===== src/rtl/multicycle_ctrl_if.sv =====
// Control bundle between the multi-cycle controller, the instruction register and the datapath.
// The master side is the controller; the slave side is the datapath/memory it steers.
interface multicycle_ctrl_if #(
    parameter int ALUOP_W = 3
);
    logic [5:0]         op_c;
    logic [5:0]         funct;
    logic               zero;
    logic               mem_ready;
    logic               mem_req;
    logic               mem_we;
    logic               iord;
    logic               ir_we;
    logic               pc_we;
    logic [1:0]         pc_src;
    logic               reg_we;
    logic [1:0]         dest_reg_c;
    logic [1:0]         wd_c;
    logic               argA_c;
    logic [1:0]         argB_c;
    logic [1:0]         ext_c;
    logic [ALUOP_W-1:0] aluop;
    logic [3:0]         state;
    logic               err;

    modport master (
        input  op_c, funct, zero, mem_ready,
        output mem_req, mem_we, iord, ir_we, pc_we, pc_src, reg_we, dest_reg_c,
               wd_c, argA_c, argB_c, ext_c, aluop, state, err
    );

    modport slave (
        output op_c, funct, zero, mem_ready,
        input  mem_req, mem_we, iord, ir_we, pc_we, pc_src, reg_we, dest_reg_c,
               wd_c, argA_c, argB_c, ext_c, aluop, state, err
    );
endinterface


===== src/rtl/multicycle_ctrl.sv =====
// Moore sequencer for the multi-cycle OneTactMips datapath: fetch/decode/execute/memory/write-back,
// with a req/ready memory handshake, a wait-cycle timeout and a sticky error state.
//
// state  | meaning
// FETCH  | read instruction at PC, PC += 4 when memory answers
// DECODE | branch target into ALUOut, dispatch on opcode
// MEMADR | rs + sign-extended imm -> ALUOut
// MEMRD  | load access at ALUOut
// MEMWB  | MDR -> rt
// MEMWR  | store access at ALUOut
// REXEC  | R-type ALU op (funct-decoded)
// RWB    | ALUOut -> rd
// BRANCH | rs - rt, conditional PC <- ALUOut
// JUMP   | J / JAL / JR
// IEXEC  | immediate ALU op
// IWB    | ALUOut -> rt
// ERR    | sticky halt until reset
module multicycle_ctrl #(
    parameter int ALUOP_W = 3,
    parameter int TIMEOUT = 255,
    parameter int TO_W    = 8
) (
    input logic               clk,
    input logic               rst_n,
    multicycle_ctrl_if.master bus
);

    typedef enum logic [3:0] {
        S_FETCH = 4'd0, S_DECODE = 4'd1, S_MEMADR = 4'd2, S_MEMRD = 4'd3,
        S_MEMWB = 4'd4, S_MEMWR = 4'd5, S_REXEC = 4'd6, S_RWB = 4'd7,
        S_BRANCH = 4'd8, S_JUMP = 4'd9, S_IEXEC = 4'd10, S_IWB = 4'd11,
        S_ERR = 4'd15
    } state_e;

    localparam logic [5:0] OP_RTYPE = 6'b000000, OP_LW = 6'b100011, OP_SW = 6'b101011;
    localparam logic [5:0] OP_BEQ = 6'b000100, OP_BNE = 6'b000101, OP_J = 6'b000010;
    localparam logic [5:0] OP_JAL = 6'b000011, OP_ADDI = 6'b001000, OP_SLTI = 6'b001010;
    localparam logic [5:0] OP_ANDI = 6'b001100, OP_ORI = 6'b001101, OP_LUI = 6'b001111;
    localparam logic [5:0] FN_JR = 6'b001000;

    localparam logic [ALUOP_W-1:0] ALU_ADD = ALUOP_W'(3'b000);
    localparam logic [ALUOP_W-1:0] ALU_SUB = ALUOP_W'(3'b001);
    localparam logic [ALUOP_W-1:0] ALU_OR  = ALUOP_W'(3'b010);
    localparam logic [ALUOP_W-1:0] ALU_SLT = ALUOP_W'(3'b011);
    localparam logic [ALUOP_W-1:0] ALU_AND = ALUOP_W'(3'b100);
    localparam logic [ALUOP_W-1:0] ALU_FN  = ALUOP_W'(3'b111);
    localparam logic [TO_W-1:0]    TO_MAX  = TO_W'(TIMEOUT);

    state_e          r_state;
    state_e          w_state_nxt;
    logic [TO_W-1:0] r_to_cnt;
    logic            r_err;
    logic            w_wait;
    logic            w_to_hit;
    logic            w_is_jr;

    assign w_wait   = (r_state == S_FETCH) || (r_state == S_MEMRD) || (r_state == S_MEMWR);
    assign w_to_hit = (TIMEOUT > 0) && (r_to_cnt == TO_MAX);
    assign w_is_jr  = (bus.op_c == OP_RTYPE) && (bus.funct == FN_JR);

    always_ff @(posedge clk or negedge rst_n) begin
        if (!rst_n) r_state <= S_FETCH;
        else        r_state <= w_state_nxt;
    end

    always_ff @(posedge clk or negedge rst_n) begin
        if (!rst_n) begin
            r_to_cnt <= '0;
            r_err    <= 1'b0;
        end else begin
            r_err <= r_err | (w_state_nxt == S_ERR);
            if (w_state_nxt != r_state)
                r_to_cnt <= '0;
            else if (w_wait && !bus.mem_ready && !w_to_hit)
                r_to_cnt <= r_to_cnt + 1'b1;
        end
    end

    // A ready that arrives on the timeout cycle still completes the access.
    always_comb begin
        w_state_nxt = r_state;
        case (r_state)
            S_FETCH:  if (bus.mem_ready) w_state_nxt = S_DECODE;
                      else if (w_to_hit) w_state_nxt = S_ERR;
            S_DECODE: begin
                case (bus.op_c)
                    OP_LW, OP_SW:   w_state_nxt = S_MEMADR;
                    OP_RTYPE:       w_state_nxt = w_is_jr ? S_JUMP : S_REXEC;
                    OP_BEQ, OP_BNE: w_state_nxt = S_BRANCH;
                    OP_J, OP_JAL:   w_state_nxt = S_JUMP;
                    OP_ADDI, OP_SLTI, OP_ANDI, OP_ORI, OP_LUI: w_state_nxt = S_IEXEC;
                    default:        w_state_nxt = S_ERR;
                endcase
            end
            S_MEMADR: w_state_nxt = (bus.op_c == OP_SW) ? S_MEMWR : S_MEMRD;
            S_MEMRD:  if (bus.mem_ready) w_state_nxt = S_MEMWB;
                      else if (w_to_hit) w_state_nxt = S_ERR;
            S_MEMWR:  if (bus.mem_ready) w_state_nxt = S_FETCH;
                      else if (w_to_hit) w_state_nxt = S_ERR;
            S_REXEC:  w_state_nxt = S_RWB;
            S_IEXEC:  w_state_nxt = S_IWB;
            S_MEMWB, S_RWB, S_BRANCH, S_JUMP, S_IWB: w_state_nxt = S_FETCH;
            S_ERR:    w_state_nxt = S_ERR;
            default:  w_state_nxt = S_ERR;
        endcase
    end

    assign bus.state = r_state;
    assign bus.err   = r_err;

    // mem_req is qualified by rst_n so an aborted access drops without waiting for a clock.
    always_comb begin
        bus.mem_req    = 1'b0;
        bus.mem_we     = 1'b0;
        bus.iord       = 1'b0;
        bus.ir_we      = 1'b0;
        bus.pc_we      = 1'b0;
        bus.pc_src     = 2'b00;
        bus.reg_we     = 1'b0;
        bus.dest_reg_c = 2'b00;
        bus.wd_c       = 2'b00;
        bus.argA_c     = 1'b0;
        bus.argB_c     = 2'b00;
        bus.ext_c      = 2'b00;
        bus.aluop      = ALU_ADD;
        case (r_state)
            S_FETCH: begin
                bus.mem_req = rst_n;
                bus.ir_we   = bus.mem_ready & rst_n;
                bus.pc_we   = bus.mem_ready & rst_n;
                bus.argB_c  = 2'b01;
            end
            S_DECODE: bus.argB_c = 2'b11;
            S_MEMADR: begin
                bus.argA_c = 1'b1;
                bus.argB_c = 2'b10;
            end
            S_MEMRD: begin
                bus.mem_req = rst_n;
                bus.iord    = 1'b1;
            end
            S_MEMWB: begin
                bus.reg_we     = 1'b1;
                bus.dest_reg_c = 2'b01;
                bus.wd_c       = 2'b01;
            end
            S_MEMWR: begin
                bus.mem_req = rst_n;
                bus.mem_we  = 1'b1;
                bus.iord    = 1'b1;
            end
            S_REXEC: begin
                bus.argA_c = 1'b1;
                bus.aluop  = ALU_FN;
            end
            S_RWB: bus.reg_we = 1'b1;
            S_BRANCH: begin
                bus.argA_c = 1'b1;
                bus.aluop  = ALU_SUB;
                bus.pc_src = 2'b01;
                bus.pc_we  = ((bus.op_c == OP_BEQ) & bus.zero) | ((bus.op_c == OP_BNE) & ~bus.zero);
            end
            S_JUMP: begin
                bus.pc_we  = 1'b1;
                bus.pc_src = w_is_jr ? 2'b11 : 2'b10;
                if (bus.op_c == OP_JAL) begin
                    bus.reg_we     = 1'b1;
                    bus.dest_reg_c = 2'b10;
                    bus.wd_c       = 2'b10;
                end
            end
            S_IEXEC: begin
                bus.argA_c = 1'b1;
                bus.argB_c = 2'b10;
                case (bus.op_c)
                    OP_SLTI: bus.aluop = ALU_SLT;
                    OP_ANDI: begin bus.ext_c = 2'b10; bus.aluop = ALU_AND; end
                    OP_ORI:  begin bus.ext_c = 2'b10; bus.aluop = ALU_OR;  end
                    OP_LUI:  bus.ext_c = 2'b01;
                    default: bus.aluop = ALU_ADD;
                endcase
            end
            S_IWB: begin
                bus.reg_we     = 1'b1;
                bus.dest_reg_c = 2'b01;
            end
            default: ;
        endcase
    end

endmodule

===== src/flat_wrapper.sv =====
// flat-port wrapper written by rule: the top's interface ports become plain ports
module multicycle_ctrl_flat 
#(
    parameter int ALUOP_W = 3,
    parameter int TIMEOUT = 255,
    parameter int TO_W    = 8
)
  (clk, rst_n, bus_op_c, bus_funct, bus_zero, bus_mem_ready, bus_mem_req, bus_mem_we, bus_iord, bus_ir_we, bus_pc_we, bus_pc_src, bus_reg_we, bus_dest_reg_c, bus_wd_c, bus_argA_c, bus_argB_c, bus_ext_c, bus_aluop, bus_state, bus_err);
  multicycle_ctrl_if #(.ALUOP_W(ALUOP_W)) bus_i ();
  input logic clk;
  input logic rst_n;
  input wire logic [$bits(bus_i.op_c)-1:0] bus_op_c;
  input wire logic [$bits(bus_i.funct)-1:0] bus_funct;
  input wire logic [$bits(bus_i.zero)-1:0] bus_zero;
  input wire logic [$bits(bus_i.mem_ready)-1:0] bus_mem_ready;
  output wire logic [$bits(bus_i.mem_req)-1:0] bus_mem_req;
  output wire logic [$bits(bus_i.mem_we)-1:0] bus_mem_we;
  output wire logic [$bits(bus_i.iord)-1:0] bus_iord;
  output wire logic [$bits(bus_i.ir_we)-1:0] bus_ir_we;
  output wire logic [$bits(bus_i.pc_we)-1:0] bus_pc_we;
  output wire logic [$bits(bus_i.pc_src)-1:0] bus_pc_src;
  output wire logic [$bits(bus_i.reg_we)-1:0] bus_reg_we;
  output wire logic [$bits(bus_i.dest_reg_c)-1:0] bus_dest_reg_c;
  output wire logic [$bits(bus_i.wd_c)-1:0] bus_wd_c;
  output wire logic [$bits(bus_i.argA_c)-1:0] bus_argA_c;
  output wire logic [$bits(bus_i.argB_c)-1:0] bus_argB_c;
  output wire logic [$bits(bus_i.ext_c)-1:0] bus_ext_c;
  output wire logic [$bits(bus_i.aluop)-1:0] bus_aluop;
  output wire logic [$bits(bus_i.state)-1:0] bus_state;
  output wire logic [$bits(bus_i.err)-1:0] bus_err;
  assign bus_i.op_c = bus_op_c;
  assign bus_i.funct = bus_funct;
  assign bus_i.zero = bus_zero;
  assign bus_i.mem_ready = bus_mem_ready;
  assign bus_mem_req = bus_i.mem_req;
  assign bus_mem_we = bus_i.mem_we;
  assign bus_iord = bus_i.iord;
  assign bus_ir_we = bus_i.ir_we;
  assign bus_pc_we = bus_i.pc_we;
  assign bus_pc_src = bus_i.pc_src;
  assign bus_reg_we = bus_i.reg_we;
  assign bus_dest_reg_c = bus_i.dest_reg_c;
  assign bus_wd_c = bus_i.wd_c;
  assign bus_argA_c = bus_i.argA_c;
  assign bus_argB_c = bus_i.argB_c;
  assign bus_ext_c = bus_i.ext_c;
  assign bus_aluop = bus_i.aluop;
  assign bus_state = bus_i.state;
  assign bus_err = bus_i.err;
  multicycle_ctrl #(.ALUOP_W(ALUOP_W), .TIMEOUT(TIMEOUT), .TO_W(TO_W)) u_core (.clk(clk), .rst_n(rst_n), .bus(bus_i));
endmodule

===== config.mk =====
export PLATFORM = sky130hd
export DESIGN_NAME = multicycle_ctrl_flat
export DESIGN_NICKNAME = d
export VERILOG_FILES = /design/src/rtl/multicycle_ctrl_if.sv /design/src/rtl/multicycle_ctrl.sv /design/src/flat_wrapper.sv
export SDC_FILE = /design/constraint.sdc
export NUM_CORES = 1
export LEC_CHECK = 0
export CAP_MARGIN = 40
export CORE_MARGIN = 1.5
export CORE_UTILIZATION = 34
export CTS_BUF_LIST = sky130_fd_sc_hd__clkbuf_4
export CTS_CLUSTER_SIZE = 40
export DETAILED_ROUTE_END_ITERATION = 8
export PLACE_DENSITY = 0.63
export SYNTH_ARGS = -nofsm -noshare
export SYNTH_HDL_FRONTEND = slang
export SYNTH_SLANG_ARGS = --single-unit

===== constraint.sdc =====
create_clock -name clk -period 3.4 [get_ports clk]
set_input_delay 0.34 -clock clk [delete_from_list [all_inputs] [get_ports clk]]
set_output_delay 0.34 -clock clk [all_outputs]
set_load 0.03 [all_outputs]

== Yosys cells after proc, flatten, opt, wreduce, memory -nomap -nowiden ==
Cells that the tools add are included.

* Add/subtract/negate cells: 1
* Equal/unequal tests: 26
* Muxes and demuxes: 28
* Bitwise logic cells: 6
* Reductions and logical operators: 22

{| class="wikitable"
|+ Operators by type and width
! cell !! count
|-
| $eq A6 B4 Y1 const B || 6
|-
| $pmux W4 S8 || 1
|-
| $eq A4 B4 Y1 const B || 5
|-
| $mux W4 || 5
|-
| $pmux W4 S5 || 1
|-
| $pmux W3 S3 || 2
|-
| $eq A4 B3 Y1 const B || 4
|-
| $mux W8 || 2
|-
| $pmux W2 S2 || 4
|-
| $reduce_or A2 Y1 || 7
|-
| $eq A6 B2 Y1 const B || 2
|-
| $eq A6 B3 Y1 const B || 2
|-
| $eq A6 B6 Y1 const B || 2
|-
| $reduce_or A5 Y1 || 2
|-
| $add A8 B1 Y8 const B || 1
|-
| $eq A4 B2 Y1 const B || 2
|-
| $eq A8 B8 Y1 const B || 1
|-
| $mux W1 || 7
|-
| $logic_not A6 Y1 || 1
|-
| $pmux W2 S3 || 1
|-
| $reduce_or A3 Y1 || 2
|-
| $eq A4 B1 Y1 const B || 1
|-
| $logic_not A4 Y1 || 1
|-
| $mux W2 || 2
|-
| 12 further kinds || 19
|}

* Bits in registers: 13
* Output and inout bits: 25

== Logic depth before layout (Yosys ltp) ==
* Word-level depth: 7
* Gate-level depth with buffers: 7
* Depth with buffers taken out: 7

== Worst setup path before layout ==
Ideal clock, no wire load.

* Kind: reg-to-output
* From: reg u_core.r_state[1], in the netlist u_core.bus.state[1]
* To: out bus_aluop[2]
* Data arrival time: 2313 ps
* Data required time: 3060 ps
* Setup slack: 747 ps
* Stages on the path, launching flop included: 6
* Path buffers: 1
* Cell sequence: dfrtp_1 -> buf_4 -> nor2b_1 -> nand2_1 -> or4_1 -> o32ai_1

* Longest elaborated chain between the ends: 2
* Elaborated cells between the ends (all ways): 4

{| class="wikitable"
|+ RTL lines
! item !! line !! RTL
|-
| start: declaration || multicycle_ctrl.sv:49 || <nowiki>state_e r_state;</nowiki>
|-
| start signal: assignment || multicycle_ctrl.sv:63 || <nowiki>else r_state <= w_state_nxt;</nowiki>
|-
| $eq A4 B4 Y1 or $eq A4 B3 Y1 (tied branches) || multicycle_ctrl.sv:126 || <nowiki>case (r_state)</nowiki>
|-
| $pmux W3 S3 * || multicycle_ctrl.sv:126 ||
|-
| end: declaration || flat_wrapper.sv:28 || <nowiki>output wire logic [$bits(bus_i.aluop)-1:0] bus_aluop;</nowiki>
|}

Every way passes the cells marked *; elsewhere a longest branch is shown, timed or not.

== Worst setup path in the final report ==
* From: in bus_op_c[4]
* To: out bus_aluop[1]

* Longest elaborated chain between the ends: 3
* Elaborated cells between the ends (all ways): 5

{| class="wikitable"
|+ RTL lines
! item !! line !! RTL
|-
| start: declaration || flat_wrapper.sv:12 || <nowiki>input wire logic [$bits(bus_i.op_c)-1:0] bus_op_c;</nowiki>
|-
| $eq A6 B4 Y1 || multicycle_ctrl.sv:175 || <nowiki>case (bus.op_c)</nowiki>
|-
| $pmux W3 S3 * || multicycle_ctrl.sv:175 ||
|-
| $pmux W3 S3 * || multicycle_ctrl.sv:126 ||
|}

Marks and branches as above.

==> results by group <==
Yosys
  – Yosys warning total: 0
  – Unique masters post-synth: 54
  – Top post-synthesis cells by area: dfrtp_1, nor2_1, o21ai_0
  – Net Count, Synth: 187
  – Post-synthesis sequential area ratio: 24.95%
  – Synthesized flop and latch total: 13
  – Synth Cell Area: 1304 um2
  – Mean Syn Cell Area: 7.669 um2
  – Post-synth top area cell: dfrtp_1
  – Top-area cell type share of the netlist area: 24.95%
  – Dominant synthesized flop cell: dfrtp_1
  – Post-Syn Instances: 170
  – Asr flop ratio synth: 100.0%
  – Number of flops mapped to enable cells by yosys: 0

STA
  – Final hold violations: 0
  – Worst-margin pin slew: 0.4853 ns
  – Final setup vio count: 0
  – Clock Skew: 0.0006977 ns
  – Final TNS setup: 0 ns
  – Min Tclk post-route: 2.904 ns
  – Slew Limit Headroom: 66.81%
  – Tcrit/Tclk final: 85.42%
  – RSZ-0062 raised after global routing: false
  – Hold WS: 0.4651 ns
  – Final Max Tran Viols: 0
  – Fmax: 344.3 MHz

Global route
  – Vias in the first global route: 1388
  – GRT overflow: 0
  – All-Layer GR Usage: 18.58%
  – Largest net degree at the start of global routing: 21
  – Initial antenna violation count: 0
  – First-pass GRT wire length: 6285 um

Floorplanning
  – Die Width: 64.93 um
  – Total die area: 4215 um2
  – Boundary Pins: 41
  – Die Ht: 64.93 um
  – Num rows: 22
  – Core area: 3661 um2
  – Initial Util: 35.61%

Clock network
  – Cts hold-fix bufs: 0
  – Cts repair resizes: 0
  – H-tree depth: 1
  – Clock buffer depth: 2
  – Post-CTS Setup Inserts: 0
  – # clock sinks: 13
  – Number of CTS-inserted buffers: 3
  – Clock transition at path regs: 0.07 ns
  – Skew-Pair Late Insertion Delay: 0.27 ns
  – CTS tree: done
  – Clock tree root buffer cell: clkbuf_4

Worst setup path
  – Crit path kind: in -> out
  – Worst Path Buf+Inv: 2
  – Worst Setup SP: bus_op_c[4]
  – CP peak stage delay: 0.69 ns
  – Req. time, crit path: 3.06 ns
  – Slowest-stage cell, CP: clkdlybuf4s50_1
  – Worst-path maximum fanout: 7
  – R2R Path Start: u_core.bus.state[2]
  – Startpoint Class: primary input
  – CP Capture Type: primary output
  – Crit path arrival time: 2.56 ns
  – Worst-path cell chain: clkdlybuf4s50_1 -> or4_1 -> or3_1 -> o21ai_0 -> clkdlybuf4s50_1
  – CP top delay family: buffers and inverters
  – Most used cell, CP: clkdlybuf4s50_1

Cells and area
  – Fin nets: 229
  – N_diodes: 0
  – Layout area overhead: 38.00%
  – Post-layout util: 49.15%
  – Most common cell after layout, fill and taps aside: clkdlybuf4s50_1
  – Share of cells above drive strength 1: 10.43%
  – Most frequent cells in the layout: clkdlybuf4s50_1, nor2_1, dfrtp_1, nand2_1, o21ai_0

Pwr
  – PD cells: 770.6 nW/um2
  – Total power: 0.001386 W
  – Worst vdd ir: 0.0003359 V
  – Leak: 0.6534 nW

Route
  – Post-route ant nets: 0
  – Vias post-DR: 1470
  – DRC: 0
  – Post-Route WL: 3714 um
  – Drt pass-1 iters: 4
  – Via density: 5.676
  – WL/cell: 14.34 um
  – DRT iter0 DRCs: 110

Placed design
  – Post-DP HPWL: 2959 um
  – GPL Wtd Cong: 0.8776
  – Buffers on Ports: 40

Outcome
  – Outcome: finished, final reports clean

Min path
  – Worst Hold Class: in -> async

Run
  – Maximum Capacitance Violations: 0
## report_power, final
group	internal (W)	switching (W)
sequential	0.000184	0.0000166
clock	0.0000534	0.0000448
combinational	0.000428	0.000660
## layer usage
metal,wire length [um],GRT usage [%],up-vias
li1,-,-,724
met1,1548,22.60,698
met2,1902,34.28,48
met3,263,3.819,0
met4,0,2.394,0
met5,0,0,-
## path summary, 6_finish.rpt
| kind | end | cells after the start | slack, ns |
|---|---|---|---|
| max in group asynchronous | u_core.bus.state[1] | 2 | 2.78 |
| min in group clk | u_core.bus.err | 1 | 0.47 |
| max | bus_aluop[1] | 5 | 0.50 |
| max reg2reg | u_core.r_to_cnt[7] | 7 | 1.24 |
| min | u_core.r_to_cnt[0] | 2 | 0.47 |
| min reg2reg | u_core.bus.err | 1 | 0.47 |
## logic make-up (layout without fill, tap and decap cells)
| family | count (synthesis) | in the layout | synth area share, % |
|---|---|---|---|
| AND/OR/NAND/NOR | 85 | 85 | 36.37 |
| AO/OA/AOI/OAI | 46 | 46 | 25.24 |
| buffers and inverters | 14 | 55 | 4.798 |
| flip-flops | 13 | 13 | 24.95 |
| XOR/XNOR | 9 | 9 | 6.046 |
| multiplexers | 2 | 2 | 1.631 |
| adder cells (fa/ha/maj) | 1 | 1 | 0.9595 |
## synthesized netlist by cell type, drive strengths merged (2+ instances only)
| library cell | instances |
|---|---|
| and4 | 4 |
| buf | 5 |
| a2111o | 2 |
| a21boi | 2 |
| o21ai | 10 |
| xor2 | 4 |
| o211ai | 3 |
| a211oi | 2 |
| o21ba | 2 |
| xnor2 | 5 |
| nor4 | 4 |
| nand3 | 5 |
| nor3b | 2 |
| nand4 | 6 |
| dfrtp | 13 |
| a21oi | 8 |
| nor2 | 25 |
| inv | 4 |
| a31oi | 3 |
| o21bai | 3 |
| nor3 | 6 |
| nand2b | 5 |
| nand2 | 11 |
| and3 | 4 |
| or3 | 3 |
| clkbuf | 5 |
| nor2b | 3 |
## final cells by class
type | count | area (um2)
repair buffers | 47 | 452.9
flip-flops and latches | 13 | 325.3
inverters | 4 | 15.01
well taps | 48 | 60.06
fillers | 362 | 1862
multi-input cells | 143 | 915.9
clock buffers | 4 | 30.03
## flip-flops by register name, summed over array words and instances (netlist names)
name and count:
u_core.r_to_cnt 8, u_core.bus.state 4, u_core.bus.err 1
## worst register-to-register path, stage by stage (launching register included)
cell and delay (ns):
dfrtp_1 0.38, buf_4 0.20, nor2_2 0.25, nand3_1 0.24
and3_1 0.23, a311oi_1 0.32, nand4_2 0.28, nor2_1 0.19
## stage by stage
| stage | setup slack [ns] | std cells | instance area (um2) |
|---|---|---|---|
| floorplan | 0.7472 | 170 | 1304 |
| global placement | 0.5346 | 255 | 1769 |
| detailed placement | 0.4970 | 255 | 1769 |
| CTS | 0.4974 | 259 | 1799 |
| global route | 0.3480 | 259 | 1799 |
| finish | 0.4956 | 259 | 1799 |
Power figures use the tool's default switching activity.
